### src/rtl/tx_sched.sv
// tx_sched: pops words from a FWFT FIFO and feeds them byte-wise to a UART TX with start-timeout retry
module tx_sched #(
   parameter int DATA_WIDTH = 16,
   parameter int BUS_WIDTH  = 8,
   parameter int START_TO   = 15
) (
   input  logic                  CLK,
   input  logic                  RST,
   input  logic                  FIFO_EMPTY,
   input  logic [DATA_WIDTH-1:0] FIFO_RD_DATA,
   output logic                  FIFO_RD_INC,
   input  logic                  WORD_MODE,
   input  logic                  TX_BUSY,
   output logic [BUS_WIDTH-1:0]  TX_P_DATA,
   output logic                  TX_D_VLD,
   output logic                  RETRY_ERR,
   output logic [7:0]            BYTE_CNT
);

   typedef enum logic [1:0] {IDLE, SEND, WAIT_START, WAIT_DONE} state_e;

   state_e                state_q, state_d;
   logic [DATA_WIDTH-1:0] word_q, word_d;
   logic [BUS_WIDTH-1:0]  tx_data_q, tx_data_d;
   logic [3:0]            timer_q, timer_d;
   logic [7:0]            cnt_q, cnt_d;
   logic                  hi_pend_q, hi_pend_d;
   logic                  sel_hi_q, sel_hi_d;
   logic                  rd_inc_q, rd_inc_d;
   logic                  vld_q, vld_d;
   logic                  err_q, err_d;
   logic [3:0]            timer_nxt;
   logic [BUS_WIDTH-1:0]  sel_byte;

   assign timer_nxt = timer_q + 4'd1;
   assign sel_byte  = sel_hi_q ? word_q[2*BUS_WIDTH-1:BUS_WIDTH] : word_q[BUS_WIDTH-1:0];

   assign FIFO_RD_INC = rd_inc_q;
   assign TX_P_DATA   = tx_data_q;
   assign TX_D_VLD    = vld_q;
   assign RETRY_ERR   = err_q;
   assign BYTE_CNT    = cnt_q;

   // next-state and output decode; pulses default low so they last one cycle
   always_comb begin
      state_d   = state_q;
      word_d    = word_q;
      tx_data_d = tx_data_q;
      timer_d   = timer_q;
      cnt_d     = cnt_q;
      hi_pend_d = hi_pend_q;
      sel_hi_d  = sel_hi_q;
      rd_inc_d  = 1'b0;
      vld_d     = 1'b0;
      err_d     = err_q;
      case (state_q)
         IDLE: if (!FIFO_EMPTY) begin
            word_d    = FIFO_RD_DATA;
            hi_pend_d = WORD_MODE;
            sel_hi_d  = 1'b0;
            rd_inc_d  = 1'b1;
            state_d   = SEND;
         end
         SEND: if (!TX_BUSY) begin
            tx_data_d = sel_byte;
            vld_d     = 1'b1;
            timer_d   = 4'd0;
            state_d   = WAIT_START;
         end
         WAIT_START: if (TX_BUSY) begin
            cnt_d   = cnt_q + 8'd1;
            state_d = WAIT_DONE;
         end else begin
            timer_d = timer_nxt;
            if (timer_nxt == 4'(START_TO)) begin
               err_d   = 1'b1;
               state_d = SEND;
            end
         end
         WAIT_DONE: if (!TX_BUSY) begin
            if (!sel_hi_q && hi_pend_q) begin
               sel_hi_d  = 1'b1;
               hi_pend_d = 1'b0;
               state_d   = SEND;
            end else begin
               state_d = IDLE;
            end
         end
         default: state_d = IDLE;
      endcase
   end

   // state registers; reset discards any word in flight
   always_ff @(posedge CLK or negedge RST) begin
      if (!RST) begin
         state_q   <= IDLE;
         word_q    <= '0;
         tx_data_q <= '0;
         timer_q   <= '0;
         cnt_q     <= '0;
         hi_pend_q <= 1'b0;
         sel_hi_q  <= 1'b0;
         rd_inc_q  <= 1'b0;
         vld_q     <= 1'b0;
         err_q     <= 1'b0;
      end else begin
         state_q   <= state_d;
         word_q    <= word_d;
         tx_data_q <= tx_data_d;
         timer_q   <= timer_d;
         cnt_q     <= cnt_d;
         hi_pend_q <= hi_pend_d;
         sel_hi_q  <= sel_hi_d;
         rd_inc_q  <= rd_inc_d;
         vld_q     <= vld_d;
         err_q     <= err_d;
      end
   end

endmodule

### config.mk
export PLATFORM = sky130hd
export DESIGN_NAME = tx_sched
export DESIGN_NICKNAME = d
export VERILOG_FILES = /design/src/rtl/tx_sched.sv
export SDC_FILE = /design/constraint.sdc
export NUM_CORES = 1
export LEC_CHECK = 0
export BUFFER_PORTS_ARGS = -buffer_cell sky130_fd_sc_hd__buf_2
export CORE_MARGIN = 1.5
export CORE_UTILIZATION = 58
export DETAILED_ROUTE_END_ITERATION = 10
export HOLD_SLACK_MARGIN = 0.05
export PLACE_DENSITY = 0.84
export SLEW_MARGIN = 25
export SYNTH_ARGS = -nofsm -noshare
export SYNTH_HDL_FRONTEND = slang
export SYNTH_SLANG_ARGS = --single-unit
export TNS_END_PERCENT = 10
### constraint.sdc
create_clock -name CLK -period 2.9 [get_ports CLK]
set_clock_uncertainty 0.2 [all_clocks]
set_input_delay 0.145 -clock CLK [delete_from_list [all_inputs] [get_ports CLK]]
set_output_delay 0.145 -clock CLK [all_outputs]
set_load 0.01 [all_outputs]
==> impl_metrics.toml <==
[worst_hold_path]
min-delay-path-class = "input pin to async pin"

[worst_setup_path]
path_buf_inv = 0
path_depth = 4
worstPathCellList = "nor3b_4, a31oi_1, o21ai_0, a31oi_1"
cp_slowest_cell = "dfrtp_1"
max_stage_delay_ns = 0.67
path_class = "flip-flop to flip-flop"
arrival_ns = 1.96
critical-path-top-delay-family = "flip-flops"
crit_required_ns = 2.93
crit_path_frequent_cell = "a31oi_1"
crit_path_max_fanout = 19
startpoint_type = "flip-flop"
reg2regPathDepth = 4
end_kind = "flip-flop"

[global_route]
grt_pass1_wl_um = 6420
overflow = 0
grt_pass1_vias = 1485
grt_util_all_layers_pct = 24.1
antenna_found_initial = 0
grt_max_degree = 44

[logic_synthesis]
yosysWarnings = 0
ys_seq_area_share_pct = 55.7
ys_seq_elements = 43
synth_cells = 158
synth_area_leaders = "dfrtp_1 56%, mux2_2 5.8%, mux2_4 5.4%, mux2i_1 4.1%, a21oi_1 3.4%"
syn_nets = 182
synth-async-reset-ratio_pct = 100
synth_edf_count = 0
ys.flop_type = "dfrtp_1"
synth.distinct_cells = 32
synth_top_area_share_pct = 55.7
yosysTopAreaCell = "dfrtp_1"
avgSynthCellArea_um2 = 12.2
netlist_area_um2 = 1930

[job]
maxCapViolations = 0

[sta]
setup_viol_count_final = 0
fin_crit_sh_pct = 66.5
slew_violations = 0
timing.hold.ws_ns = 0.248
worst_slew_margin_rel_pct = 40.7
rsz0062_at_grt = "false"
fin_tns_setup_ns = 0
finalHoldViolations = 0
layout_min_cycle_time_ns = 1.93
worstMarginPinSlew_ns = 0.889
fmax_mhz = 518

[placed_design]
dp_hpwl_um = 2570
port_buffers = 39
place_area_um2 = 2130
placedCellCount = 234
gp_congestion = 0.878

[die]
fp.dieArea_um2 = 3690
ioPinCount = 40
die_h_um = 60.7
rows = 20
fp.coreArea_um2 = 3100
die_x_um = 60.7
start_util_pct = 62.3

[run_status]
status = "finished, final reports clean"

[power]
peakVddDrop_v = 0.000546
p_per_area_nw_per_um2 = 930
leakagePower_uw = 0.00112

[finish]
fillCellCount = 227
drive_gt1_share_pct = 30.3
multi_input_area_um2 = 771
mostFrequentLayoutCell = "dfrtp_1"
nNetsFinal = 241
stdcell_count = 262
regArea_um2 = 1080
final_cell_area_um2 = 2380
syn_to_final_growth_pct = 23.2
final_cell_mix = "43 x dfrtp_1, 39 x buf_2, 20 x dlygate4sd3_1"
diodes = 0

[drt]
routed_wirelength_um = 3940
final_antenna_net_count = 0
drtIter0Drc = 92
wire_per_inst_um = 15.0
via_per_inst = 5.44
firstDrtPassIters = 4
vias = 1425
drc = 0

[cts]
cts.repair.resized = 0
tritoncts = "yes"
clockRootBuffer = "clkbuf_4"
clock_path_buffers = 2
clock_sinks = 43
hold_buffers = 20
post_cts_buffers = 0
ctsHtreeMaxLevel = 2
clk_latency_ns = 0.35
clkTransAtPathRegs_ns = 0.12
numCtsBuffers = 5
cells in the mapped netlist, drive strengths merged (2+ instances only):
library cell   n
nand2          5
xor2           3
nor4           2
clkbuf         2
o21ai         11
inv            6
dfrtp         43
nor2          11
nand3          7
ha             3
a21oi         13
mux2i          8
nor3           3
buf            6
mux2          17
a31oi          3
xnor2          5
sequential cells by signal, summed over array words and instances, names as in the netlist:
register and flops:
RETRY_ERR 1, state_q 2, sel_hi_q 1, BYTE_CNT 8, timer_q 4, FIFO_RD_INC 1, TX_P_DATA 8, TX_D_VLD 1
word_q 16, hi_pend_q 1
cells by family (layout without fill, tap and decap cells):
group           count (synthesis)  after routing  share of synthesized area [%]
buf+inv                        14             74                           4.47
xor+xnor                        8              8                           3.62
fa+ha+maj                       3              3                           1.94
compound gates                 32             32                           9.39
simple gates                   33             33                           9.52
flops                          43             43                           55.7
mux                            25             25                           15.4
layer usage:
metal	global-route usage, %	wire, um	vias up	share of wire, %
met5	0	0	-	0
met4	8.39	62	0	1.6
met3	5.12	198	8	5.0
met2	43.6	2120	50	54
met1	28.4	1570	695	40
li1	-	-	672	-
power breakdown:
| group | total [uW] | leakage, uW | switching, uW | internal [uW] |
|---|---|---|---|---|
| registers | 1120 | 0.000518 | 265 | 858 |
| clock network | 281 | 0.0000282 | 187 | 93.7 |
| logic | 812 | 0.000578 | 373 | 439 |
| total | 2220 | 0.00112 | 825 | 1390 |
layout make-up:
class	instances	share of cell area, %
sequential	43	45.2
multi-input combinational	101	32.4
timing repair buffer	60	16.9
tap	44	2.31
clock buffer	6	1.73
inverter	6	0.946
clock inverter	2	0.525
metrics by stage:
stage                     utilization, %  setup WS (ns)  power [uW]
after global placement              68.5           1.11        1850
after CTS                           76.7          0.975        2220
after floorplan                        -           1.21        1700
after detailed placement            68.5          0.996        1920
after global routing                76.7          0.774        2380
final                               76.7          0.971        2220
worst paths after layout:
check / slack, ns / from / endpoint
hold reg to reg: 0.28 / BYTE_CNT[7]$_DFFE_PN0P_ / BYTE_CNT[7]$_DFFE_PN0P_
hold / removal: 0.25 / RST / BYTE_CNT[0]$_DFFE_PN0P_
max in group asynchronous: 1.70 / RST / RETRY_ERR$_DFFE_PN0P_
min in group CLK: 0.28 / BYTE_CNT[7]$_DFFE_PN0P_ / BYTE_CNT[7]$_DFFE_PN0P_
setup / recovery: 0.97 / state_q[0]$_DFFE_PN0P_ / state_q[0]$_DFFE_PN0P_
setup reg to reg: 0.97 / state_q[0]$_DFFE_PN0P_ / state_q[0]$_DFFE_PN0P_
(Power assumes the default switching activity.)
